===== src/rtl/uart_pkg.sv =====
// uart_pkg: shared constants and FSM state type for the UART receive front end
package uart_pkg;
   // 8 MHz / 115200 baud = 69.44 cycles per bit, truncated
   localparam int CLKS_PER_BIT = 69;
   localparam int DATA_BITS = 8;
   typedef enum logic [2:0] {IDLE, START, DATA, STOP, BREAK} state_t;
endpackage


===== src/rtl/rx_sync_filter.sv =====
// rx_sync_filter: 2-FF synchroniser plus 3-tap majority filter for the RX line
// Ports: clk_8mhz/rst_n clock and async active-low reset; rx_wire raw pin;
//        newest = most recent synchronised tap; filt = majority of the 3 taps.
module rx_sync_filter (
   input  logic clk_8mhz,
   input  logic rst_n,
   input  logic rx_wire,
   output logic newest,
   output logic filt
);
   logic [1:0] sync;
   logic [2:0] taps;
   // everything resets to the idle-high line level
   always_ff @(posedge clk_8mhz or negedge rst_n) begin
      if (!rst_n) begin
         sync <= '1;
         taps <= '1;
      end else begin
         sync <= {sync[0], rx_wire};
         taps <= {taps[1:0], sync[1]};
      end
   end
   assign newest = taps[0];
   assign filt = (taps[0] & taps[1]) | (taps[0] & taps[2]) | (taps[1] & taps[2]);
endmodule


===== src/rtl/uart_rx_sampler.sv =====
// uart_rx_sampler: validates start bits and samples UART data bits at mid-bit
// Ports: clk_8mhz/rst_n clock and async active-low reset; rx_wire raw RX pin;
//        out_bit sampled bit (valid with valid_now); valid_now one strobe per
//        data bit; byte_start pulse per validated start; frame_err pulse on low stop.
module uart_rx_sampler #(
   parameter int CLKS_PER_BIT = uart_pkg::CLKS_PER_BIT
) (
   input  logic clk_8mhz,
   input  logic rst_n,
   input  logic rx_wire,
   output logic out_bit,
   output logic valid_now,
   output logic byte_start,
   output logic frame_err
);
   import uart_pkg::*;
   localparam int HALF_BIT = CLKS_PER_BIT / 2;
   localparam logic [6:0] BIT_LAST = 7'(CLKS_PER_BIT - 1);
   localparam logic [6:0] HALF_LAST = 7'(HALF_BIT - 1);
   localparam logic [2:0] IDX_LAST = 3'(DATA_BITS - 1);
   state_t state;
   logic [6:0] cnt;
   logic [2:0] bit_idx;
   logic newest, filt;
   rx_sync_filter u_filter (
      .clk_8mhz(clk_8mhz),
      .rst_n(rst_n),
      .rx_wire(rx_wire),
      .newest(newest),
      .filt(filt)
   );
   always_ff @(posedge clk_8mhz or negedge rst_n) begin
      if (!rst_n) begin
         state <= IDLE;
         cnt <= '0;
         bit_idx <= '0;
         out_bit <= 1'b0;
         valid_now <= 1'b0;
         byte_start <= 1'b0;
         frame_err <= 1'b0;
      end else begin
         valid_now <= 1'b0;
         byte_start <= 1'b0;
         frame_err <= 1'b0;
         case (state)
            IDLE: begin
               // start detection reacts to the newest tap for minimum latency
               cnt <= '0;
               if (!newest) state <= START;
            end
            START: begin
               cnt <= cnt == HALF_LAST ? 7'd0 : cnt + 7'd1;
               if (cnt == HALF_LAST) begin
                  if (filt) state <= IDLE;
                  else begin
                     byte_start <= 1'b1;
                     bit_idx <= '0;
                     state <= DATA;
                  end
               end
            end
            DATA: begin
               cnt <= cnt == BIT_LAST ? 7'd0 : cnt + 7'd1;
               if (cnt == BIT_LAST) begin
                  out_bit <= filt;
                  valid_now <= 1'b1;
                  bit_idx <= bit_idx + 3'd1;
                  if (bit_idx == IDX_LAST) state <= STOP;
               end
            end
            STOP: begin
               cnt <= cnt == BIT_LAST ? 7'd0 : cnt + 7'd1;
               // leaving at mid stop bit lets a back-to-back start edge be seen
               if (cnt == BIT_LAST) begin
                  if (filt) state <= IDLE;
                  else begin
                     frame_err <= 1'b1;
                     state <= BREAK;
                  end
               end
            end
            BREAK: begin
               cnt <= '0;
               if (filt) state <= IDLE;
            end
            default: begin
               cnt <= '0;
               state <= IDLE;
            end
         endcase
      end
   end
endmodule

===== config.mk =====
export PLATFORM = sky130hd
export DESIGN_NAME = uart_rx_sampler
export DESIGN_NICKNAME = d
export VERILOG_FILES = /design/src/rtl/uart_pkg.sv /design/src/rtl/rx_sync_filter.sv /design/src/rtl/uart_rx_sampler.sv
export SDC_FILE = /design/constraint.sdc
export NUM_CORES = 1
export LEC_CHECK = 0
export CAP_MARGIN = 20
export CORE_MARGIN = 2
export CORE_UTILIZATION = 40
export DETAILED_ROUTE_END_ITERATION = 16
export PLACE_DENSITY = 0.59
export SLEW_MARGIN = 30
export SYNTH_ARGS = -nofsm -noshare
export SYNTH_HDL_FRONTEND = slang
export SYNTH_SLANG_ARGS = --single-unit

===== constraint.sdc =====
create_clock -name clk_8mhz -period 1.8 [get_ports clk_8mhz]
set_clock_uncertainty 0.05 [all_clocks]
set_input_delay 0.27 -clock clk_8mhz [delete_from_list [all_inputs] [get_ports clk_8mhz]]
set_output_delay 0.27 -clock clk_8mhz [all_outputs]
set_load 0.1 [all_outputs]

Word level (Yosys, flattened, before mapping)
Cells that the tools add are included.
Operators by class
  bitwise operators: 5
  reduce and logical (&&, ||, !) cells: 6
  eq/ne operators: 14
  add/sub/neg operators: 2
  muxes and demuxes: 23
Operator list (count)
  $mux 3: 10
  $pmux 3 s5: 1
  $mux 7: 2
  $ne 2x2->1 const B: 7
  $pmux 7 s2: 1
  $add 7x1->7 const B: 1
  $eq 7x6->1 const B: 1
  $eq 7x7->1 const B: 1
  $mux 1: 7
  $eq 3x2->1 const B: 2
  $eq 3x3->1 const B: 2
  $pmux 3 s2: 1
  $reduce_and 6->1: 1
  $reduce_and 4->1: 1
  $add 3x1->3 const B: 1
  $and 1x1->1: 3
  $eq 3x1->1 const B: 1
  $logic_not 3->1: 1
  $mux 2: 1
  $or 1x1->1: 2
  $reduce_and 2->1: 1
  $reduce_bool 2->1: 1
  $reduce_or 2->1: 1
Storage, ports and cells
  input bits: 3
  word-level logic and storage cells: 59
  register bits after elaboration: 22
  output and inout port bits: 4

Longest topological paths before layout
  depth after elaboration: 6
  depth in mapped cells: 6
  mapped depth without buffers: 6

Hierarchy
From an unflattened synthesis, not the netlist that was laid out.
Unflattened totals
  cells, all modules: 78
  area, all modules: 997.2 µm²
Modules (own cells, without submodules)
  uart_rx_sampler: cells an instance 72, instances 1, seq. area each 425.4 µm², area each 854.6 µm²
  rx_sync_filter: cells an instance 6, instances 1, seq. area each 131.4 µm², area each 142.6 µm²

Least setup slack after synthesis
No wires, ideal clock.
  kind: reg2reg
  start point: register cnt[0]
  end point: register out_bit
  arrival time: 1.439 ns
  period minus slack after synthesis: 1.617 ns
  required time: 1.622 ns
  setup time: 0.128 ns
  setup slack: 0.183 ns
  cell stages (with the launch flop): 7
  path buffers: 0
  cells stage by stage: dfrtp_1 -> inv_1 -> ha_1 -> and4b_1 -> nand2_1 -> nor3_4 -> mux2_1
On the way
  cells in the longest elaborated chain, start to end: 2
Ends and longest elaborated chain
  start: declaration: line uart_rx_sampler.sv:22  | logic [6:0] cnt;
  start signal: assignment: line uart_rx_sampler.sv:52  | cnt <= cnt == HALF_LAST ? 7'd0 : cnt + 7'd1;
  start signal: assignment: line uart_rx_sampler.sv:63  | cnt <= cnt == BIT_LAST ? 7'd0 : cnt + 7'd1;
  start signal: assignment: line uart_rx_sampler.sv:72  | cnt <= cnt == BIT_LAST ? 7'd0 : cnt + 7'd1;
  $eq 7x7->1: line uart_rx_sampler.sv:64  | if (cnt == BIT_LAST) begin
  $reduce_and 2->1 (no line)
  end signal: assignment: line uart_rx_sampler.sv:65  | out_bit <= filt;
  end: declaration: line uart_rx_sampler.sv:11  | output logic out_bit,
Every way passes these cells.
A chain may end at the register's enable or synchronous reset.

Worst setup path in the final report
Ends and elaborated chain as after synthesis.

==> run metrics <==
nets@finish=99; first-pass GRT wire length=2700 µm; Die ar.=between 2000 and 3000 µm²; most frequent cell after synthesis=dfrtp_1; biggest fanout along the worst timing path=5; Worst-Margin Slew=0.312 ns; share of cells above drive strength 1=0.244; commonest cells in the netlist=17 x dfrtp_1, 9 x nor2_1, 5 x dfstp_2, 5 x ha_1; largest cells by area after synthesis=dfrtp_1 43%, dfstp_2 13%, ha_1 6.3%, nor2_1 3.4%, xnor2_1 2.7%; maxcap violations=0; Slew Limit Headroom=0.792; clock-pin slew on the worst setup and hold paths=0.12 ns; cell count after synthesis=78; CP required=1.94 ns; Max Clk Rate=603 MHz; DR pass1 iterations=4; Worst Setup End Kind=register; status=finished clean; I/O Buffers=6; post-synth top area cell=dfrtp_1; GRT Util Overall=0.135; register area share after synthesis=0.564; Post-synth EDFFs=0; Primary FF master, synth=dfrtp_1; n_diodes=0; fin. max-slew vios=0; clock root buffer=clkbuf_4; Starting DRT DRC Count=3; antenna violations before repair=0; hold_buf cts=0; VDD IR-drop max=538 µV; Syn Area/Cell=12.7 µm²; top-area cell type share of the netlist area=0.431; Sw Share=0.262; CTS Buf Count=3; # resized after CTS=0; Routability Congestion=0.760; pin count of the biggest net entering global routing=23; clk buf depth=2; Fin. Hold Viols=0; post-route ant nets=0; TritonCTS clock tree=built; share of power burned in registers=0.594; Gate power share=0.137; final setup TNS=0 ns; part of the power in the clock network=0.269; Worst-Skew Late Latency=0.30 ns; Min-Delay Path Class=in -> async; PwrDens=around 850 nW/µm²; RSZ-0062 raised after global routing=false; syn nets=86; CP Class=reg -> reg; Switch Pwr=0.257 mW; number of synthesized register bits=22; io pins=7; HPWL after DPL=1140 µm; Die X=53.7 µm; dpl cells=between 100 and 150; FFs w/ async S/R, synth=1.00; Vias=600; Via density=approximately 5.0; final setup vio count=0; DR DRC count=0; Tcrit/Tclk final=0.922; wirelength, routed=1530 µm; Starting Density=0.410; CTS Sinks=22; Fillers=221; P_leak=about 0.55 nW; vias in the first global route=600; minimum clock period=1.66 ns; grt total ovfl=0; non-filler instance count after layout=120; Syn Std Cell Area=a little under 1000 µm²; Netlist cell types=34; Post-CTS Setup Repair Bufs=0; wire length per cell=12.7 µm; Yosys Warn Count=0; Int Pwr=0.726 mW; Die Y=53.7 µm; H-tree lvl count=1; FP Rows=18; CP Data Arrival Time=1.80 ns; Area Growth Syn to Fin=16.9%; startpoint types=register; Core ar.=2410 µm²
-- layer usage --
metal / track usage / vias up / routed length, µm
li1: - / 299 / -
met1: 0.184 / 294 / 778
met2: 0.195 / 5 / 694
met3: 0.0333 / 2 / 41
met4: 0.0769 / 0 / 13
met5: 0 / - / 0
-- power groups by stage --
stage | Sequential, mW | Combinational, mW | Clock [mW]
finish | 0.584 | 0.135 | 0.264
global route | 0.594 | 0.155 | 0.305
CTS | 0.585 | 0.138 | 0.276
detailed placement | 0.595 | 0.137 | 0
global placement | 0.591 | 0.134 | 0
floorplan | 0.581 | 0.104 | 0
-- worst max-delay path: stages (launching register included) --
cell and delay, ns:
dfrtp_1 0.44, inv_1 0.07, ha_1 0.13, and4b_1 0.23
nand2_1 0.11, nor3_4 0.20, mux2_1 0.33
-- through the flow --
stage | cell area [µm²] | setup slack [ns] | util | total power [mW] | hold WS, ns
3_3_place_gp | 1120 | 0.162 | 0.464 | 0.725 | 0.297
4_1_cts | 1150 | 0.125 | 0.479 | 0.999 | 0.245
6_report | 1150 | 0.141 | 0.479 | 0.983 | 0.241
5_1_grt | 1150 | 0.0153 | 0.479 | 1.05 | 0.259
3_5_place_dp | 1120 | 0.144 | 0.464 | 0.732 | 0.297
2_1_floorplan | 987 | 0.183 | - | 0.686 | -0.0756
-- worst paths after layout --
path	start	endpoint	slack, ns	cells past startpoint
setup / recovery	cnt[0]	out_bit	0.14	6
max in group asynchronous	rst_n	u_filter.taps[0]	1.18	2
hold / removal	rst_n	cnt[5]	0.24	2
hold reg to reg	u_filter.sync[1]	u_filter.taps[0]	0.31	0
min in group clk_8mhz	u_filter.sync[1]	u_filter.taps[0]	0.31	0
setup reg to reg	cnt[0]	out_bit	0.14	6
-- sequential cells by signal, indices dropped and copies added, names as in the netlist --
register       flops
cnt                7
byte_start         1
valid_now          1
u_filter.sync      2
state              3
bit_idx            3
frame_err          1
out_bit            1
u_filter.taps      3
-- cell families (layout without fill, tap and decap cells) --
group | Yosys count | count (layout) | share of synthesized area
AOI/OAI and AO/OA | 8 | 8 | 0.0697
xor gates and xnor gates | 5 | 5 | 0.0444
buffers and inverters | 4 | 16 | 0.0165
muxes | 3 | 3 | 0.0368
adders and majority gates | 6 | 6 | 0.0748
and+or+nand+nor | 30 | 30 | 0.194
DFF | 22 | 22 | 0.564
-- layout make-up --
type	count	area, µm²	area share
sequential	22	557	0.483
multi-input combinational	52	414	0.359
timing repair buffer	9	97.6	0.0846
tap	30	37.5	0.0325
clock buffer	4	36.3	0.0315
inverter	3	11.3	0.00976
-- layout by cell type, fill, tap and decap left out, types with 2 or more instances in the layout --
cell	count
and3_1	2
ha_1	5
clkbuf_4	3
clkdlybuf4s50_1	2
a22o_1	2
buf_12	2
buf_4	5
nand3_1	2
dfrtp_1	17
inv_1	3
nor2_1	9
dfstp_2	5
nand2_1	3
xor2_1	2
nand2b_1	3
xnor2_1	3
No activity file was read; power rests on OpenSTA's default activity.
